===== src/rtl/dmem_demux_if.sv =====
// Bus bundle between the CPU memory stage, dmem_demux and its four targets.
// The slave modport is the demux's own view; the master modport is the view
// of everything around it (CPU request side plus the target responses).
interface dmem_demux_if #(
  parameter int WIDTH = 32
);
  logic             cpu_req;
  logic             cpu_we;
  logic [WIDTH-1:0] cpu_addr;
  logic [WIDTH-1:0] cpu_wdata;
  logic [WIDTH-1:0] cpu_rdata;
  logic             cpu_ready;
  logic             cpu_err;
  logic [3:0]       s_en;
  logic             s_we;
  logic [WIDTH-1:0] s_addr;
  logic [WIDTH-1:0] s_wdata;
  logic [WIDTH-1:0] s0_rdata;
  logic [WIDTH-1:0] s1_rdata;
  logic [WIDTH-1:0] s2_rdata;
  logic [WIDTH-1:0] s3_rdata;
  logic [3:0]       s_ack;

  modport slave (
    input  cpu_req, cpu_we, cpu_addr, cpu_wdata,
    output cpu_rdata, cpu_ready, cpu_err,
    output s_en, s_we, s_addr, s_wdata,
    input  s0_rdata, s1_rdata, s2_rdata, s3_rdata, s_ack
  );

  modport master (
    output cpu_req, cpu_we, cpu_addr, cpu_wdata,
    input  cpu_rdata, cpu_ready, cpu_err,
    input  s_en, s_we, s_addr, s_wdata,
    output s0_rdata, s1_rdata, s2_rdata, s3_rdata, s_ack
  );
endinterface


===== src/rtl/dmem_demux.sv =====
// Data-memory access steering: routes one CPU load/store to RAM, timer, GPIO
// or UART (address bits [29:28]), waits for that target's ack or a timeout,
// and returns registered read data with a one-cycle completion pulse.
module dmem_demux #(
  parameter int WIDTH   = 32,
  parameter int TIMEOUT = 8
) (
  input logic         clk,
  input logic         rst,
  dmem_demux_if.slave bus
);

  typedef enum logic [1:0] {
    IDLE,
    ACCESS,
    DONE
  } state_t;

  localparam logic [7:0] LAST_COUNT = 8'(TIMEOUT - 1);

  state_t           state;
  state_t           state_next;
  logic [1:0]       sel;
  logic [7:0]       count;
  logic             we_q;
  logic [WIDTH-1:0] addr_q;
  logic [WIDTH-1:0] wdata_q;
  logic [WIDTH-1:0] rdata_q;
  logic             err_q;
  logic [WIDTH-1:0] sel_rdata;
  logic             ack_sel;
  logic             timeout_hit;

  // Only the selected target's ack and read data matter during an access.
  always_comb begin
    sel_rdata = bus.s0_rdata;
    case (sel)
      2'd0:    sel_rdata = bus.s0_rdata;
      2'd1:    sel_rdata = bus.s1_rdata;
      2'd2:    sel_rdata = bus.s2_rdata;
      default: sel_rdata = bus.s3_rdata;
    endcase
  end

  assign ack_sel     = bus.s_ack[sel];
  assign timeout_hit = (count == LAST_COUNT);

  // Next-state logic; an ack on the timeout edge still ends the access normally.
  always_comb begin
    state_next = state;
    case (state)
      IDLE:    if (bus.cpu_req) state_next = ACCESS;
      ACCESS:  if (ack_sel || timeout_hit) state_next = DONE;
      DONE:    state_next = IDLE;
      default: state_next = IDLE;
    endcase
  end

  // State register.
  always_ff @(posedge clk) begin
    if (rst) state <= IDLE;
    else     state <= state_next;
  end

  // Request latching, timeout counting and completion data capture.
  always_ff @(posedge clk) begin
    if (rst) begin
      sel     <= 2'd0;
      count   <= 8'd0;
      we_q    <= 1'b0;
      addr_q  <= '0;
      wdata_q <= '0;
      rdata_q <= '0;
      err_q   <= 1'b0;
    end else begin
      case (state)
        IDLE: begin
          if (bus.cpu_req) begin
            we_q    <= bus.cpu_we;
            addr_q  <= bus.cpu_addr;
            wdata_q <= bus.cpu_wdata;
            sel     <= bus.cpu_addr[29:28];
            count   <= 8'd0;
          end
        end
        ACCESS: begin
          if (ack_sel) begin
            rdata_q <= we_q ? '0 : sel_rdata;
            err_q   <= 1'b0;
          end else if (timeout_hit) begin
            rdata_q <= '0;
            err_q   <= 1'b1;
          end else begin
            count <= count + 8'd1;
          end
        end
        default: ;
      endcase
    end
  end

  // Outputs decode only registered state, so nothing flows straight from inputs.
  assign bus.s_en      = (state == ACCESS) ? (4'b0001 << sel) : 4'b0000;
  assign bus.cpu_ready = (state == DONE);
  assign bus.s_we      = we_q;
  assign bus.s_addr    = addr_q;
  assign bus.s_wdata   = wdata_q;
  assign bus.cpu_rdata = rdata_q;
  assign bus.cpu_err   = err_q;

endmodule


===== src/flat_wrapper.sv =====
// flat-port wrapper written by rule: the top's interface ports become plain ports
module dmem_demux_flat 
#(
  parameter int WIDTH   = 32,
  parameter int TIMEOUT = 8
)
  (clk, rst, bus_cpu_req, bus_cpu_we, bus_cpu_addr, bus_cpu_wdata, bus_cpu_rdata, bus_cpu_ready, bus_cpu_err, bus_s_en, bus_s_we, bus_s_addr, bus_s_wdata, bus_s0_rdata, bus_s1_rdata, bus_s2_rdata, bus_s3_rdata, bus_s_ack);
  dmem_demux_if #(.WIDTH(WIDTH)) bus_i ();
  input logic clk;
  input logic rst;
  input wire logic [$bits(bus_i.cpu_req)-1:0] bus_cpu_req;
  input wire logic [$bits(bus_i.cpu_we)-1:0] bus_cpu_we;
  input wire logic [$bits(bus_i.cpu_addr)-1:0] bus_cpu_addr;
  input wire logic [$bits(bus_i.cpu_wdata)-1:0] bus_cpu_wdata;
  output wire logic [$bits(bus_i.cpu_rdata)-1:0] bus_cpu_rdata;
  output wire logic [$bits(bus_i.cpu_ready)-1:0] bus_cpu_ready;
  output wire logic [$bits(bus_i.cpu_err)-1:0] bus_cpu_err;
  output wire logic [$bits(bus_i.s_en)-1:0] bus_s_en;
  output wire logic [$bits(bus_i.s_we)-1:0] bus_s_we;
  output wire logic [$bits(bus_i.s_addr)-1:0] bus_s_addr;
  output wire logic [$bits(bus_i.s_wdata)-1:0] bus_s_wdata;
  input wire logic [$bits(bus_i.s0_rdata)-1:0] bus_s0_rdata;
  input wire logic [$bits(bus_i.s1_rdata)-1:0] bus_s1_rdata;
  input wire logic [$bits(bus_i.s2_rdata)-1:0] bus_s2_rdata;
  input wire logic [$bits(bus_i.s3_rdata)-1:0] bus_s3_rdata;
  input wire logic [$bits(bus_i.s_ack)-1:0] bus_s_ack;
  assign bus_i.cpu_req = bus_cpu_req;
  assign bus_i.cpu_we = bus_cpu_we;
  assign bus_i.cpu_addr = bus_cpu_addr;
  assign bus_i.cpu_wdata = bus_cpu_wdata;
  assign bus_cpu_rdata = bus_i.cpu_rdata;
  assign bus_cpu_ready = bus_i.cpu_ready;
  assign bus_cpu_err = bus_i.cpu_err;
  assign bus_s_en = bus_i.s_en;
  assign bus_s_we = bus_i.s_we;
  assign bus_s_addr = bus_i.s_addr;
  assign bus_s_wdata = bus_i.s_wdata;
  assign bus_i.s0_rdata = bus_s0_rdata;
  assign bus_i.s1_rdata = bus_s1_rdata;
  assign bus_i.s2_rdata = bus_s2_rdata;
  assign bus_i.s3_rdata = bus_s3_rdata;
  assign bus_i.s_ack = bus_s_ack;
  dmem_demux #(.WIDTH(WIDTH), .TIMEOUT(TIMEOUT)) u_core (.clk(clk), .rst(rst), .bus(bus_i));
endmodule

===== config.mk =====
export PLATFORM = sky130hd
export DESIGN_NAME = dmem_demux_flat
export DESIGN_NICKNAME = d
export VERILOG_FILES = /design/src/rtl/dmem_demux_if.sv /design/src/rtl/dmem_demux.sv /design/src/flat_wrapper.sv
export SDC_FILE = /design/constraint.sdc
export NUM_CORES = 1
export LEC_CHECK = 0
export ABC_AREA = 0
export CAP_MARGIN = 25
export CORE_ASPECT_RATIO = 0.9
export CORE_MARGIN = 10
export CORE_UTILIZATION = 39
export CTS_CLUSTER_SIZE = 12
export DETAILED_ROUTE_END_ITERATION = 8
export PLACE_DENSITY_LB_ADDON = 0.05
export RECOVER_POWER = 25
export SYNTH_ARGS = -nofsm -noshare
export SYNTH_HDL_FRONTEND = slang
export SYNTH_SLANG_ARGS = --single-unit

===== constraint.sdc =====
create_clock -name clk -period 3.85 [get_ports clk]
set_input_delay 0.77 -clock clk [delete_from_list [all_inputs] [get_ports clk]]
set_output_delay 0.77 -clock clk [all_outputs]
set_load 0.05 [all_outputs]

==> key figures <==
Synthesis
  – EDFF count, synth: 0
  – Synthesized cell area: 4500 um^2
  – FFs w/ async S/R, synth: 0
  – Commonest register cell after synthesis: dfxtp_1
  – Instance count of the mapped netlist: 464
  – Syn avg cell area: 9.70 um^2
  – Synth Register Bits: 108
  – Unique cell type count in the Yosys netlist: 35
  – Ys Warns: 0
  – Net count after synthesis: 665
  – Post-synthesis sequential area ratio: 0.480

Worst hold path
  – HP Class: flip-flop to flip-flop
  – Hold Path Depth: 2

Layout
  – Final #Nets: 948
  – Share of cells above drive strength 1: 0.0824
  – Commonest non-fill, non-tap cell in the layout: clkdlybuf4s50_1
  – ANT cells: 0
  – Area Growth Syn to Fin: 76.1%
  – Commonest cells after routing, fill and taps aside: 258 x clkdlybuf4s50_1, 135 x nand2_1, 107 x dfxtp_1

Die
  – Top Ports: 303
  – Starting density of the core: 0.397
  – Chip width: 133 um
  – Die area: 16200 um^2
  – Core box area: 11300 um^2
  – Chip Height: 122 um
  – Row count: 37

Place
  – Setup slack at placement: 1030 ps
  – Number of port buffers: 302
  – Post-DP HPWL: 14.7 mm
  – GP Congestion: 0.859

STA
  – Period utilisation layout: 0.798
  – Setup Skew: 6.76 ps
  – Final setup fails: 0
  – Final worst slack: 776 ps
  – Rel. slew slack: -0.0675
  – Unrepaired setup endpoints after global routing: no
  – Fin. max-slew vios: 11
  – Final Critical Period: 3070 ps
  – Hold Vio Cnt, Final: 0
  – Actual slew at the worst max-slew pin: 1600 ps
  – Final setup TNS: 0 ps
  – Fmax: 325 MHz

Route
  – Drt initial violations: 260
  – DRC viols: 0
  – Vias: 4576
  – Vias per inst: 5.04
  – Post-DR wirelength/cell: 20.3 um
  – Total wire length: 18.4 mm
  – Detailed Routing Iterations Pass 1: 5
  – Antenna Nets Post-Route: 0

Global routing
  – Routing usage on met2: 0.390
  – Initial antenna violation count: 0
  – Total grt overflow: 0
  – Most crowded layer after global routing: met2
  – Grt met1 use: 0.224
  – First-pass GRT wire length: 27.4 mm
  – Gr usage total: 0.215
  – Vias in the first global route: 4727
  – Largest net degree at the start of global routing: 55
  – Met3 Resource Use GR: 0.102

CTS
  – CTS root buf: clkbuf_16
  – H-tree levels: 3
  – Bufs on Longest Clock Path: 2
  – Clk sinks: 108
  – Hold Buf Count CTS: 0
  – Worst-skew pair later-pin latency: 340 ps
  – CTS tree: done
  – Post-cts resize count: 0
  – Worst-path clk slew: 70 ps
  – Num CTS Buffers: 9
  – Setup bufs post-CTS: 0

Critical path
  – Req. time, crit path: 3080 ps
  – Worst setup EP type: primary output
  – Reg2Reg Depth: 4
  – CP Class: flip-flop to primary output
  – Crit Path Max Fanout: 26
  – Critical Path AT: 2300 ps
  – Crit start category: flip-flop

Power and ir drop
  – Power Dens Cells: 372 nW/um^2
  – Leakage: 2.98 nW
  – Peak supply drop: 0.296 mV

Outcome
  – Status: finished, violations left
  – Failing checks: capacitance limit, slew limit

Run
  – Number of max-cap violations: 1
==> final cells by class <==
type                       instances  area (um^2)
tap                              156          195
clock inverter                     7         67.6
inverter                           3         11.3
timing repair buffer             310         3080
sequential                       108         2160
clock buffer                       9          225
fill                             902         3420
multi-input combinational        315         2180
==> worst max-delay path: stages, from the launching register on <==
cell and delay (ps):
dfxtp_1 630, buf_4 440, clkdlybuf4s50_1 880
==> synth_stat cells (3+ instances only) <==
library cell | n | share of area
dfxtp_1 | 108 | 0.48
nand2_1 | 135 | 0.11
buf_2 | 7 | 0.0078
a21oi_1 | 70 | 0.078
nand3_1 | 4 | 0.0044
clkbuf_1 | 29 | 0.024
nand2b_1 | 3 | 0.0042
mux4_2 | 33 | 0.17
a22o_1 | 32 | 0.062
nor2_1 | 5 | 0.0042
inv_1 | 3 | 0.0025
and3_1 | 4 | 0.0056
==> routing by layer <==
metal | up-vias | part of all wire
met3 | 16 | 0.092
met4 | 0 | 0.012
met5 | - | 0
met1 | 2189 | 0.36
met2 | 159 | 0.54
li1 | 2212 | -
==> path summary, 6_finish.rpt <==
path                                        startpoint                      to  slack [ps]
worst min register to register  u_core.bus.s_wdata[23]  u_core.bus.s_wdata[23]         450
worst min-delay path            u_core.bus.s_wdata[23]  u_core.bus.s_wdata[23]         450
worst max register to register         u_core.state[1]    u_core.bus.s_addr[6]        1430
worst max-delay path             u_core.bus.s_addr[29]          bus_s_addr[29]         780
==> state kept, by name (all words and copies together), names as in the netlist <==
register	flops
u_core.bus.cpu_rdata	32
u_core.state	2
u_core.bus.cpu_err	1
u_core.count	8
u_core.bus.s_we	1
u_core.bus.s_addr	32
u_core.bus.s_wdata	32
==> cells by family (layout without fill, tap and decap cells) <==
group                      after synthesis  after routing  synth area share
AOI/OAI and AO/OA                      115            115             0.160
xor gates and xnor gates                 1              1           0.00195
adders and majority gates                1              1           0.00278
buffers and inverters                   41            329            0.0361
DFF                                    108            108             0.480
muxes                                   33             33             0.165
and+or+nand+nor                        165            165             0.153
==> power by group <==
part           internal, W  leakage [nW]  switching [W]
Clock             0.000501         0.137       0.000415
Combinational     0.000379          1.96       0.000432
Sequential         0.00118         0.883      0.0000395
==> through the flow <==
| step | hold slack, ps | cells | util | cell area (um^2) | total power, W |
|---|---|---|---|---|---|
| after floorplan | 453 | 464 | - | 4500 | 0.00168 |
| after global placement | 440 | 892 | 0.673 | 7640 | 0.00206 |
| after detailed placement | 449 | 892 | 0.673 | 7640 | 0.00207 |
| after CTS | 458 | 908 | 0.699 | 7930 | 0.00298 |
| after global routing | 473 | 908 | 0.699 | 7930 | 0.00307 |
| final | 454 | 908 | 0.699 | 7930 | 0.00295 |
(Power assumes the default switching activity.)
==> RTL change 1, RTL diff (config.mk and constraints unchanged) <==
Reset style: asynchronous (`rst`), changed in 2 clocked blocks.
--- a/src/rtl/dmem_demux.sv
+++ b/src/rtl/dmem_demux.sv
@@ -57,13 +57,13 @@
   end
 
   // State register.
-  always_ff @(posedge clk) begin
+  always_ff @(posedge clk or posedge rst) begin
     if (rst) state <= IDLE;
     else     state <= state_next;
   end
 
   // Request latching, timeout counting and completion data capture.
-  always_ff @(posedge clk) begin
+  always_ff @(posedge clk or posedge rst) begin
     if (rst) begin
       sel     <= 2'd0;
       count   <= 8'd0;
Behaviour: differs if rst is asserted again (counterexample within 4 cycles, from zero or initial values and one cycle with rst high); with rst held inactive, the same outputs for 10 cycles.
==> RTL change 1 against the unedited design <==
The flow still finishes with violations (max-capacitance violations, max-slew violations). Synthesized area is 9.2% higher. Global-route usage is 1.3 points lower. Worst setup slack better by 0.13 ns. Routed wire length is 0.91% lower. Cell count is 0.44% lower. Sequential cell count stayed put. Critical path type unchanged. Cell area is 5.6% higher. Sequential share of layout area is 5.0 points higher.
Power is not compared: it rests on default switching activity, and its combinational part moved more than twofold at a synthesized area within 25%.
==> RTL change 1: results (changes against the unedited design) <==
| Metric | Value |
|---|---|
| Num CTS Buffers | `9 (unchanged)` |
| Drt via density | `4.94 (was 5.04)` |
| Crit path DAT | `2.18 ns (was 2.30 ns)` |
| Failing checks | `max-capacitance violations, max-slew violations (unchanged)` |
| Yosys cell types | `30 (was 35)` |
| Post-DP Area | `0.00809 mm^2 (was 0.00764 mm^2)` |
| Drt total wl | `18.3 mm (was 18.4 mm)` |
| Fraction of final layout cells sized beyond drive strength 1 | `8.33% (was 8.24%)` |
| Tot GR Track Use | `20.3% (was 21.5%)` |
| Vias in the first global route | `4821 (was 4727)` |
| Share of the synthesized area in the top cell type | `55.0% (was 48.0%)` |
| HPWL after detailed placement | `14.4 mm (was 14.7 mm)` |
| Layout fillers | `963 (was 902)` |
| Top cells by area, synth | `dfrtp_1 (55%), nand2_1 (16%), mux4_2 (15%) (was dfxtp_1 (48%), mux4_2 (17%), nand2_1 (11%))` |
| Slowest stage delay, CP | `0.85 ns (was 0.88 ns)` |
| Status | `complete, but fails checks (unchanged)` |
| Crit path from | `u_core.bus.s_addr[29] (unchanged)` |
| Routed len/inst | `20.2 um (was 20.3 um)` |
| RR Startpoint | `u_core.bus.s_addr[28] (was u_core.state[1])` |
| Critical Path Fanout Max | `15 (was 26)` |
| R2r endpoint | `u_core.count[5] (was u_core.bus.s_addr[6])` |
| Fin util | `68.7% (was 69.9%)` |
| Cells after Synth | `449 (was 464)` |
| Largest net degree at the start of global routing | `65 (was 55)` |
| Tightest Pin Transition | `2.02 ns (was 1.60 ns)` |
| Asr flop ratio synth | `100% (was 0%)` |
| Max-cap violations | `1 (unchanged)` |
| Placed Cells | `888 (was 892)` |
| Sequential area share after synthesis | `55.0% (was 48.0%)` |
| Skew final | `0.00536 ns (was 0.00676 ns)` |
| First-pass DRT Iterations | `4 (was 5)` |
| Synth top cells by count | `nand2_1 (206), dfrtp_1 (108), mux4_2 (33) (was nand2_1 (135), dfxtp_1 (108), a21oi_1 (70))` |
| Max Slew Vio Count | `45 (was 11)` |
| GP Congestion | `0.828 (was 0.859)` |
## RTL change 1: changes by cell type after synthesis, moves of 4 or more
cell      delta
dfrtp_1    +108
clkbuf_1    -13
dfxtp_1    -108
mux2i_1      +4
nand2_1     +71
a21oi_1     -69
## RTL change 1: power by group
group          switching (mW)  internal [mW]  total (mW)  leakage (nW)
registers               0.340           1.63        1.97          1.36
clock network           0.385          0.492       0.877         0.140
logic                    2.81           1.63        4.45          2.22
## RTL change 1: cell families after synthesis
kind of cell	count (synthesis)	synth area share, %
AND/OR/NAND/NOR	230	18.7
multiplexers	39	16.4
AO/OA/AOI/OAI	38	6.87
flip-flops	108	55.0
buffers and inverters	33	2.83
adder cells (fa/ha/maj)	1	0.255
## RTL change 1: through the flow
stage | hold WS, ns | setup slack, ns
final | 0.473 | 0.901
after CTS | 0.478 | 0.899
after global routing | 0.493 | 0.817
after global placement | 0.457 | 1.07
after detailed placement | 0.463 | 1.02
after floorplan | 0.466 | 0.234
## RTL change 1: cell type report
type	count	area share, %
Sequential cell	108	32.3
Tap cell	160	2.39
Multi-Input combinational cell	308	24.9
Clock inverter	1	0.0598
Timing Repair Buffer	309	36.9
Clock buffer	15	3.32
Inverter	3	0.150
## RTL change 1: how the worst max path moves through the flow
stage / end / slack (ns) / cells past startpoint
final: bus_s_en[2] / 0.90 / 2
after global routing: bus_s_en[2] / 0.82 / 2
after CTS: bus_s_en[3] / 0.90 / 2
after detailed placement: u_core.count[6] / 1.02 / 5
after global placement: u_core.count[5] / 1.07 / 5
after floorplan: u_core.bus.cpu_err / 0.23 / 1
## RTL change 1: per-layer routing
layer	global-route usage, %	part of all wire (%)
met3	8.77	8.9
met2	34.3	50
met4	4.96	1.4
met5	0	0
met1	23.2	39
## RTL change 1: worst min-delay path: cells and delay by family (launching register included)
kind | cells | cell delay [ns]
flip-flops | 1 | 0.34
AND/OR/NAND/NOR | 2 | 0.10
==> RTL change 2, RTL diff (config.mk and constraints unchanged) <==
Without the edit above. `TIMEOUT` is set to 8 in 2 places; all go to 6.
--- a/src/rtl/dmem_demux.sv
+++ b/src/rtl/dmem_demux.sv
@@ -3,7 +3,7 @@
 // and returns registered read data with a one-cycle completion pulse.
 module dmem_demux #(
   parameter int WIDTH   = 32,
-  parameter int TIMEOUT = 8
+  parameter int TIMEOUT = 6
 ) (
   input logic         clk,
   input logic         rst,
--- a/src/flat_wrapper.sv
+++ b/src/flat_wrapper.sv
@@ -2,7 +2,7 @@
 module dmem_demux_flat 
 #(
   parameter int WIDTH   = 32,
-  parameter int TIMEOUT = 8
+  parameter int TIMEOUT = 6
 )
   (clk, rst, bus_cpu_req, bus_cpu_we, bus_cpu_addr, bus_cpu_wdata, bus_cpu_rdata, bus_cpu_ready, bus_cpu_err, bus_s_en, bus_s_we, bus_s_addr, bus_s_wdata, bus_s0_rdata, bus_s1_rdata, bus_s2_rdata, bus_s3_rdata, bus_s_ack);
   dmem_demux_if #(.WIDTH(WIDTH)) bus_i ();
Function: changed (Yosys sat finds a counterexample within 10 cycles, from zero or initial values and one cycle with rst high).
==> RTL change 2 against the unedited design <==
Critical endpoint is now bus_s_en[1]. Total power down 0.20%. The flow still finishes with violations (max-capacitance violations, max-slew violations). Sequential cell count unchanged. Synthesized area up 1.7%. Routed wire length about the same. Worst setup slack worse by 0.17 ns. Via count up 2.4%. Sequential share of layout area down 0.23 points. Cell area up 0.81%. Largest power group unchanged. Largest cell class unchanged.
==> RTL change 2: results (changes against the unedited design) <==
| Metric | Value |
|---|---|
| Clock Tree Root | `clkbuf_16 (unchanged)` |
| First-pass GRT wire length | `26.8 mm (was 27.4 mm)` |
| Tot GR Track Use | `20.9% (was 21.5%)` |
| Switching pwr | `0.917 mW (was 0.886 mW)` |
| Placed Cells | `899 (was 892)` |
| Largest net degree at the start of global routing | `52 (was 55)` |
| Adder-Cell Fraction of Synth Area | `0.547% (was 0.278%)` |
| Vias in the first global route | `4595 (was 4727)` |
| Post-synth net total | `673 (was 665)` |
| Drt via density | `5.12 (was 5.04)` |
| Synth top cells by count | `nand2_1 (135), dfxtp_1 (108), a21oi_1 (72) (was nand2_1 (135), dfxtp_1 (108), a21oi_1 (70))` |
| Sequential area share after synthesis | `47.2% (was 48.0%)` |
| Critical Path Fanout Max | `36 (was 26)` |
| Post-Synth XOR/XNOR Area | `0% (was 0.195%)` |
| DP Worst Slack | `0.961 ns (was 1.03 ns)` |
| Max Slew Vio Count | `52 (was 11)` |
| GP Congestion | `0.869 (was 0.859)` |
| Lkg Pwr | `2.87 nW (was 2.98 nW)` |
| VDD IR-drop max | `0.000273 V (was 0.000296 V)` |
| Failing checks | `max-capacitance violations, max-slew violations (unchanged)` |
| HPWL after detailed placement | `14.7 mm (about the same)` |
| Final worst slack | `0.610 ns (was 0.776 ns)` |
| WHS | `0.453 ns (was 0.454 ns)` |
| 1st-iter DRT viols | `301 (was 260)` |
| Yosys cell types | `40 (was 35)` |
| Fraction of final layout cells sized beyond drive strength 1 | `8.17% (was 8.24%)` |
| Post-layout net count | `956 (was 948)` |
| Tightest Pin Transition | `1.67 ns (was 1.60 ns)` |
| Setup slack, reg-to-reg | `1.32 ns (was 1.43 ns)` |
| Crit path DAT | `2.47 ns (was 2.30 ns)` |
| Cells on worst reg2reg path | `6 (was 4)` |
| Layout fillers | `912 (was 902)` |
| Post-synthesis mux area share | `16.7% (was 16.5%)` |
| Status | `complete, but fails checks (unchanged)` |
| Antenna violations before repair | `0 (unchanged)` |
| Worst-Skew Late Latency | `0.35 ns` |
| I/O Buffers | `302 (unchanged)` |
| Drt total wl | `18.5 mm (was 18.4 mm)` |
| Top cells by area, synth | `dfxtp_1 (47%), mux4_2 (16%), nand2_1 (11%) (was dfxtp_1 (48%), mux4_2 (17%), nand2_1 (11%))` |
| Cells after Synth | `471 (was 464)` |
| Skew final | `0.00752 ns (was 0.00676 ns)` |
| Via count | `4685 (was 4576)` |
| Num CTS Buffers | `9 (unchanged)` |
| Compound-gate portion of the synthesized area | `16.9% (was 16.0%)` |
| Max-cap violations | `1 (unchanged)` |
-- RTL change 2: cell families after synthesis --
kind of cell    count (synthesis)
mux                            35
flops                         108
buf+inv                        39
fa+ha+maj                       2
simple gates                  165
compound gates                122
-- RTL change 2: worst paths after layout --
path,startpoint,end
worst max register to register,u_core.bus.s_addr[28],u_core.bus.cpu_rdata[8]
worst max-delay path,u_core.bus.s_addr[28],bus_s_en[1]
worst min register to register,u_core.bus.s_wdata[28],u_core.bus.s_wdata[28]
worst min-delay path,u_core.bus.s_wdata[28],u_core.bus.s_wdata[28]
-- RTL change 2: power by group through the flow --
stage / registers (mW) / clock network (mW) / logic [mW]
2_1_floorplan: 1.46 / 0 / 0.236
3_3_place_gp: 1.24 / 0 / 0.832
6_report: 1.22 / 0.886 / 0.838
4_1_cts: 1.22 / 0.910 / 0.847
5_1_grt: 1.22 / 0.960 / 0.884
3_5_place_dp: 1.24 / 0 / 0.843
-- RTL change 2: layout make-up --
class                      instances  area share (%)
clock inverter                     7           0.767
timing repair buffer             309            38.4
sequential                       108            27.1
multi-input combinational        324            28.4
clock buffer                       9            2.82
inverter                           2          0.0940
tap                              156            2.44
-- RTL change 2: stage by stage --
step / util (%) / area, um^2 / power, mW
CTS: 69.6 / 7990 / 2.97
detailed placement: 67.1 / 7710 / 2.09
global placement: 67.1 / 7710 / 2.07
floorplan: - / 4580 / 1.69
finish: 69.6 / 7990 / 2.94
global route: 69.6 / 7990 / 3.07
-- RTL change 2: metal layers --
metal	track usage (%)	up-vias	share of wire, %
met5	0	-	0
met4	5.23	0	1.2
met3	10.3	17	12
met2	36.8	223	52
met1	22.1	2200	35
li1	-	2245	-
-- RTL change 2: critical path: stages (launching register included) --
cell and delay [ns]:
dfxtp_1 0.32, buf_4 0.54, nand3b_1 0.27, nor2_1 0.15
clkdlybuf4s50_1 0.83
